--- src/rtl/stat_pkg.sv ---
// Shared types and defaults for the output statistics collector.
package stat_pkg;

  localparam int NUM_OUT_DEF = 22;
  localparam int CNT_W_DEF   = 16;
  localparam int IDX_W_DEF   = $clog2(NUM_OUT_DEF);

  // Run phases: idle, counting responses, streaming counts, finished.
  typedef enum logic [1:0] {
    IDLE  = 2'd0,
    ACCUM = 2'd1,
    DRAIN = 2'd2,
    DONE  = 2'd3
  } state_t;

endpackage

--- src/rtl/output_stat_collector_if.sv ---
// Response input and count readout port of the collector.
// master = environment side, slave = collector side.
interface output_stat_collector_if
  import stat_pkg::*;
#(
  parameter int NUM_OUT = NUM_OUT_DEF,
  parameter int CNT_W   = CNT_W_DEF,
  parameter int IDX_W   = $clog2(NUM_OUT)
);
  logic               resp_valid;
  logic [NUM_OUT-1:0] resp_data;
  logic               rd_valid;
  logic               rd_ready;
  logic [IDX_W-1:0]   rd_index;
  logic [CNT_W-1:0]   rd_count;
  logic               rd_last;

  modport master (
    output resp_valid, resp_data, rd_ready,
    input  rd_valid, rd_index, rd_count, rd_last
  );

  modport slave (
    input  resp_valid, resp_data, rd_ready,
    output rd_valid, rd_index, rd_count, rd_last
  );
endinterface

--- src/rtl/stat_bit_counter.sv ---
// Ones counter for a single observed output bit.
module stat_bit_counter #(
  parameter int CNT_W = 16
) (
  input  logic             clk,
  input  logic             reset,
  input  logic             clear,
  input  logic             en,
  input  logic             inc,
  output logic [CNT_W-1:0] count
);

  // Clear wins over increment; the run logic never asserts both.
  always_ff @(posedge clk) begin
    if (reset)           count <= '0;
    else if (clear)      count <= '0;
    else if (en && inc)  count <= count + CNT_W'(1);
  end

endmodule

--- src/rtl/output_stat_collector.sv ---
// Per-bit ones counting over a programmed number of response patterns,
// followed by an in-order valid/ready readout of all per-bit counts.
module output_stat_collector
  import stat_pkg::*;
#(
  parameter int NUM_OUT = NUM_OUT_DEF,
  parameter int CNT_W   = CNT_W_DEF,
  parameter int IDX_W   = $clog2(NUM_OUT)
) (
  input  logic                        v_in1_v,
  input  logic                        reset,
  input  logic                        start,
  input  logic [CNT_W-1:0]            num_patterns,
  output_stat_collector_if.slave      bus,
  output logic                        busy,
  output logic                        done,
  output logic [CNT_W-1:0]            pat_count
);

  localparam logic [IDX_W-1:0] LAST_IDX = IDX_W'(NUM_OUT - 1);

  state_t                         state_q, state_d;
  logic [CNT_W-1:0]               target_q;
  logic [IDX_W-1:0]               idx_q;
  logic [NUM_OUT-1:0][CNT_W-1:0]  cnt;

  logic start_ok;
  logic acc;
  logic rd_fire;
  logic last_pat;

  assign start_ok = start && (state_q == IDLE || state_q == DONE);
  assign acc      = (state_q == ACCUM) && bus.resp_valid;
  assign rd_fire  = (state_q == DRAIN) && bus.rd_ready;
  assign last_pat = (pat_count + CNT_W'(1)) == target_q;

  // State register.
  always_ff @(posedge v_in1_v) begin
    if (reset) state_q <= IDLE;
    else       state_q <= state_d;
  end

  // Next-state: an ACCUM run ends on the pattern that reaches the target,
  // so DRAIN starts the very next cycle with that pattern already counted.
  always_comb begin
    state_d = state_q;
    case (state_q)
      IDLE, DONE: if (start) state_d = (num_patterns == '0) ? DRAIN : ACCUM;
      ACCUM:      if (acc && last_pat) state_d = DRAIN;
      DRAIN:      if (rd_fire && idx_q == LAST_IDX) state_d = DONE;
      default:    state_d = IDLE;
    endcase
  end

  // Target and accepted-pattern count; both reset on every accepted start.
  always_ff @(posedge v_in1_v) begin
    if (reset) begin
      target_q  <= '0;
      pat_count <= '0;
    end else if (start_ok) begin
      target_q  <= num_patterns;
      pat_count <= '0;
    end else if (acc) begin
      pat_count <= pat_count + CNT_W'(1);
    end
  end

  // Readout index walks 0..NUM_OUT-1 once per drain, then rewinds.
  always_ff @(posedge v_in1_v) begin
    if (reset)         idx_q <= '0;
    else if (start_ok) idx_q <= '0;
    else if (rd_fire)  idx_q <= (idx_q == LAST_IDX) ? '0 : idx_q + IDX_W'(1);
  end

  for (genvar i = 0; i < NUM_OUT; i++) begin : g_bit
    stat_bit_counter #(.CNT_W(CNT_W)) u_cnt (
      .clk   (v_in1_v),
      .reset (reset),
      .clear (start_ok),
      .en    (acc),
      .inc   (bus.resp_data[i]),
      .count (cnt[i])
    );
  end

  assign busy         = (state_q == ACCUM) || (state_q == DRAIN);
  assign done         = (state_q == DONE);
  assign bus.rd_valid = (state_q == DRAIN);
  assign bus.rd_index = idx_q;
  assign bus.rd_count = (state_q == DRAIN) ? cnt[idx_q] : '0;
  assign bus.rd_last  = (state_q == DRAIN) && (idx_q == LAST_IDX);

endmodule

--- src/flat_wrapper.sv ---
// flat-port wrapper written by rule: the top's interface ports become plain ports
module output_stat_collector_flat import stat_pkg::*;
#(
  parameter int NUM_OUT = NUM_OUT_DEF,
  parameter int CNT_W   = CNT_W_DEF,
  parameter int IDX_W   = $clog2(NUM_OUT)
)
  (v_in1_v, reset, start, num_patterns, busy, done, pat_count, bus_resp_valid, bus_resp_data, bus_rd_ready, bus_rd_valid, bus_rd_index, bus_rd_count, bus_rd_last);
  output_stat_collector_if #(.NUM_OUT(NUM_OUT), .CNT_W(CNT_W), .IDX_W(IDX_W)) bus_i ();
  input  logic v_in1_v;
  input  logic reset;
  input  logic start;
  input  logic [CNT_W-1:0] num_patterns;
  output logic busy;
  output logic done;
  output logic [CNT_W-1:0] pat_count;
  input wire logic [$bits(bus_i.resp_valid)-1:0] bus_resp_valid;
  input wire logic [$bits(bus_i.resp_data)-1:0] bus_resp_data;
  input wire logic [$bits(bus_i.rd_ready)-1:0] bus_rd_ready;
  output wire logic [$bits(bus_i.rd_valid)-1:0] bus_rd_valid;
  output wire logic [$bits(bus_i.rd_index)-1:0] bus_rd_index;
  output wire logic [$bits(bus_i.rd_count)-1:0] bus_rd_count;
  output wire logic [$bits(bus_i.rd_last)-1:0] bus_rd_last;
  assign bus_i.resp_valid = bus_resp_valid;
  assign bus_i.resp_data = bus_resp_data;
  assign bus_i.rd_ready = bus_rd_ready;
  assign bus_rd_valid = bus_i.rd_valid;
  assign bus_rd_index = bus_i.rd_index;
  assign bus_rd_count = bus_i.rd_count;
  assign bus_rd_last = bus_i.rd_last;
  output_stat_collector #(.NUM_OUT(NUM_OUT), .CNT_W(CNT_W), .IDX_W(IDX_W)) u_core (.v_in1_v(v_in1_v), .reset(reset), .start(start), .num_patterns(num_patterns), .bus(bus_i), .busy(busy), .done(done), .pat_count(pat_count));
endmodule
--- config.mk ---
export PLATFORM = sky130hd
export DESIGN_NAME = output_stat_collector_flat
export DESIGN_NICKNAME = d
export VERILOG_FILES = /design/src/rtl/stat_pkg.sv /design/src/rtl/output_stat_collector_if.sv /design/src/rtl/stat_bit_counter.sv /design/src/rtl/output_stat_collector.sv /design/src/flat_wrapper.sv
export SDC_FILE = /design/constraint.sdc
export NUM_CORES = 1
export LEC_CHECK = 0
export ABC_AREA = 1
export BUFFER_PORTS_ARGS = -buffer_cell sky130_fd_sc_hd__buf_2
export CELL_PAD_IN_SITES_DETAIL_PLACEMENT = 0
export CELL_PAD_IN_SITES_GLOBAL_PLACEMENT = 2
export CORE_UTILIZATION = 38
export CTS_BUF_LIST = sky130_fd_sc_hd__clkbuf_16
export DETAILED_ROUTE_END_ITERATION = 10
export PLACE_DENSITY_LB_ADDON = 0.1
export SYNTH_ARGS = -nofsm -noshare
export SYNTH_HDL_FRONTEND = slang
export SYNTH_SLANG_ARGS = --single-unit
--- constraint.sdc ---
create_clock -name v_in1_v -period 6.75 [get_ports v_in1_v]
set_clock_uncertainty 0.2 [all_clocks]
set_input_delay 1.35 -clock v_in1_v [delete_from_list [all_inputs] [get_ports v_in1_v]]
set_output_delay 1.35 -clock v_in1_v [all_outputs]
set_load 0.02 [all_outputs]
* Yosys cells after proc, flatten, opt, wreduce, memory -nomap -nowiden
Index checks and enable logic that the tools add are counted.
Word-level totals: register bits 391, bits of input ports 43, output and inout port bits 41, logic and storage cells 103
Cells by class: add/subtract/negate cells 24, order comparisons 1, equal/unequal tests 8, multiplexer cells 9, reductions and logical operators 35
Operator list (number):
- $add 16x1->16 const B | 23
- $bmux 16 s5 | 1
- $mux 16 | 2
- $logic_and 1x1->1 | 28
- $eq 16x16->1 | 1
- $logic_not 16->1 | 1
- $mux 2 | 4
- $lt 5x6->1 const B | 1
- $pmux 2 s3 | 1
- $add 5x1->5 const B | 1
- $eq 5x5->1 const B | 1
- $mux 5 | 1
- $eq 2x2->1 const B | 2
- $ne 2x1->1 const B | 2
- $reduce_or 2->1 | 2
- $reduce_and 3->1 | 1
- $eq 2x1->1 const B | 1
- $logic_not 2->1 | 1
- $logic_or 1x1->1 | 2
- $ne 2x2->1 const B | 1

* Logic depth before layout (Yosys ltp)
word-level depth 5, mapped depth 17, depth with buffers taken out 16

* Modules after synthesis
Synthesis repeated with hierarchy kept, for this count alone.
Unflattened totals: cell total of the unflattened synthesis 3787, area, all modules 23633.9 um^2
Modules (own cells, without submodules):
- stat_bit_counter (u_core.g_bit[0].u_cnt ...) | times used 21, cells an instance 126, area each 828.3 um^2
- output_stat_collector | times used 1, cells an instance 1019, area each 5402.7 um^2
- stat_bit_counter (u_core.g_bit[9].u_cnt) | times used 1, cells an instance 122, area each 837.1 um^2

* Least setup slack after synthesis
OpenSTA, ideal clock, no wires.
path type reg-to-output, from register u_core.idx_q[1] (netlist: u_core.bus.rd_index[1]), to output port bus_rd_count[13], arrival time 2026 ps, data required time 5200 ps, slack 3174 ps, cell stages (with the launch flop) 8, path buffers 3, cells stage by stage dfxtp_1 clkbuf_1 clkbuf_1 clkbuf_1 o211ai_1 a21oi_1 o21ai_0 a21oi_1
Between the ends: word-level cells in the longest chain between the ends 3
RTL lines:
- start, declared | RTL line output_stat_collector.sv:24 | logic [IDX_W-1:0] idx_q;
- start signal, assigned | RTL line output_stat_collector.sv:72 | else if (rd_fire) idx_q <= (idx_q == LAST_IDX) ? '0 : idx_q + IDX_W'(1);
- $bmux 16 s5 | RTL line output_stat_collector.sv:90 | assign bus.rd_count = (state_q == DRAIN) ? cnt[idx_q] : '0;
- $mux 16 (implied by the code) | RTL line output_stat_collector.sv:90
- $mux 16 | RTL line output_stat_collector.sv:90
- end, declared | RTL line flat_wrapper.sv:22 | output wire logic [$bits(bus_i.rd_count)-1:0] bus_rd_count;
No other way between the ends. The select of a mux whose other input is x is not followed.

* Worst setup path in the final report
from register u_core.idx_q[0] (netlist: u_core.bus.rd_index[0]), to output port bus_rd_count[13]
Same word-level chain as after synthesis.

==> flow_metrics.tcl <==
set metrics [dict create \
    final_area_um2 23300 \
    cts_max_path_buffers 3 \
    cpMostUsedCell "o21ai_0" \
    timing.critical_path.cells "inv_4, buf_4, a21oi_1, o21ai_0, o21ai_0, nand3_1, nand3_1, o21ai_0, a21oi_1, buf_2" \
    end_kind "output port" \
    gp_congestion 0.895 \
    grt_pass1_vias 19292 \
    hpwl_um 47500 \
    antenna_found_initial 1 \
    htree_levels 2 \
    synth-compound-area-share_pct 24.3 \
    drt-vias-per-instance 5.23 \
    crit_fanout 72 \
    synth_top_family_by_area "simple AND/OR/NAND/NOR gates" \
    syn_inst 3150 \
    dr.pass1.iters 5 \
    postRouteWirelength_um 65700 \
    synth_mux_area_share_pct 0 \
    worstMarginPinSlew_ps 1060 \
    layout_min_cycle_time_ps 5320 \
    cp_data_required_time_ps 5200 \
    insertion_delay_ps 600 \
    numPortBuffers 83 \
    cts_tree "yes" \
    grt_pass1_wl_um 104000 \
    fp.dieArea_um2 55800 \
    hold_violations 0 \
    synth_fa_ha_area_share_pct 1.68 \
    vias 20461 \
    syn_area_um2 20900 \
    crit_family "buffers and inverters" \
    synth_nets 3221 \
    cts.clk_slew.worst_paths_ps 60 \
    avgSynthCellArea_um2 6.62 \
    status "completed" \
    synth-simple-area-share_pct 25.8 \
    num_rows 85 \
    vdd_drop_max_mv 0.178 \
    power_density_nw_per_um2 269 \
    seq_area_frac_synth_pct 37.5 \
    grt_max_degree 148 \
    slew_violations 0 \
    crit_slowest_cell "inv_4" \
    clkSinkCount 391 \
    start_kind "flip-flop" \
    rsz0062_at_grt "no" \
    slew_headroom_pct 28.9 \
    hp-class "reg -> reg" \
    start_util_pct 38.6 \
    drc_errors 0 \
    layout-drive-gt1-share_pct 6.91 \
    drtIter0Drc 1363 \
    worstSetupPathType "reg -> out" \
    cp_num_buf_inv 3 \
    max_cap_violations 0 \
    overflow 0 \
    numCtsBuffers 48 \
    cts.hold.buffers_added 0 \
    fmax_mhz 188 \
    clockRootBuffer "clkbuf_16" \
    ctsResizeCount 0 \
    synth_edf_count 0 \
    post_cts_buffers 0 \
    setup_viol 0 \
    core_um2 54000 \
    io_pins 84 \
    yosysWarnings 0 \
    wl_per_cell_um 16.8 \
    n_antenna_cell 0 \
    p_total_mw 6.28 \
    chipWidth_um 236 \
    setup_tns_ps 0 \
    crit_arrival_ps 3770 \
    final_nets 3246 \
    synthArstFlopShare_pct 0 \
    synth_xor_area_share_pct 0.444 \
    post-route-period-util_pct 78.8 \
    grt_use_total_pct 23.3 \
    synth-seq-cells 391 \
    place_area_um2 21800 \
    yosysUniqueCellTypes 44 \
    slowest_delay_ps 640 \
    p_leak_nw 8.15 \
    yosys_most_used_dff "dfxtp_1" \
    areaGrowthSynthToFinish_pct 11.8 \
    die_h_um 236 \
    antenna_left 0 \
]
[area by class of cell]
cell class	count	area, um^2
inverter	437	1650
timing repair buffer	97	546
clock inverter	39	302
clock buffer	49	1230
multi-input combinational	2200	10900
tap	696	871
fill	5731	30700
sequential	391	7840
[placed cells by master, fill, tap and decap left out, drive strengths merged, types with 4 or more instances in the layout]
cell type,count
a21oi,493
inv,449
o21ai,412
nand2,406
dfxtp,391
nor2,345
nand3,206
nor3,104
buf,97
nand4,72
clkbuf,49
o21a,36
nor4,34
ha,28
clkinv,22
a211oi,11
o31ai,8
xor2,8
o211ai,7
nor3b,7
bufinv,5
nand3b,5
a31oi,4
[metrics by stage]
stage / std cells / worst slack [ps] / utilization (%) / hold WS, ps
after floorplan: 3150 / 3170 / - / 217
after global placement: 3821 / 2050 / 40.4 / 231
after detailed placement: 3821 / 1980 / 40.4 / 235
after CTS: 3909 / 1410 / 43.2 / 246
after global routing: 3909 / 1200 / 43.2 / 260
final: 3909 / 1430 / 43.2 / 247
[flip-flops by register name, summed over array words and instances, names as in the netlist]
name                      count
u_core.g_bit.u_cnt.count    352
u_core.bus.rd_index           5
u_core.target_q              16
u_core.state_q                2
u_core.pat_count             16
[cell families after synthesis]
kind of cell / after synthesis
buffers and inverters: 559
AO/OA/AOI/OAI: 979
adder cells (fa/ha/maj): 28
AND/OR/NAND/NOR: 1184
XOR/XNOR: 9
flip-flops: 391
[power by group]
| group | leakage (nW) | internal [mW] | switching (mW) |
|---|---|---|---|
| combinational | 4.19 | 0.345 | 0.925 |
| sequential | 3.16 | 2.38 | 0.0834 |
| clock | 0.805 | 1.50 | 1.05 |
[worst paths after layout]
path                                     from                          endpoint  slack (ps)  cells after the start
max                    u_core.bus.rd_index[0]                  bus_rd_count[13]        1430                     10
min          u_core.g_bit[16].u_cnt.count[15]  u_core.g_bit[16].u_cnt.count[15]         250                      1
max reg2reg                 u_core.state_q[0]              u_core.pat_count[13]        2700                     10
min reg2reg  u_core.g_bit[16].u_cnt.count[15]  u_core.g_bit[16].u_cnt.count[15]         250                      1
[synth_stat cells, types with 4 or more instances]
cell,n,share of area [%]
nor2_2,16,0.48
nor3b_1,7,0.25
o211ai_1,7,0.25
clkbuf_1,92,1.7
nor2_4,5,0.27
nand2_4,5,0.27
xor2_1,8,0.34
o21a_1,36,1.3
nand2_2,8,0.24
ha_1,28,1.7
a21oi_1,493,12
a211oi_1,11,0.40
clkinv_1,4,0.072
buf_1,16,0.29
inv_1,429,7.7
dfxtp_1,391,38
o31ai_1,8,0.29
nor4_2,7,0.42
nor3_1,101,2.4
nand2_1,393,7.1
nand3b_1,4,0.14
nor4_1,27,0.81
o21ai_0,412,9.9
nand4_1,72,2.2
buf_2,12,0.29
a31oi_1,4,0.12
nor2_1,323,5.8
nand3_1,206,4.9
[metal layers]
| metal | share of wire [%] | GRT usage (%) |
|---|---|---|
| met2 | 48 | 40.4 |
| met1 | 47 | 30.3 |
| met3 | 3.5 | 3.11 |
| met4 | 2.1 | 5.53 |
| met5 | 0.020 | 0 |
Power figures use the tool's default switching activity.
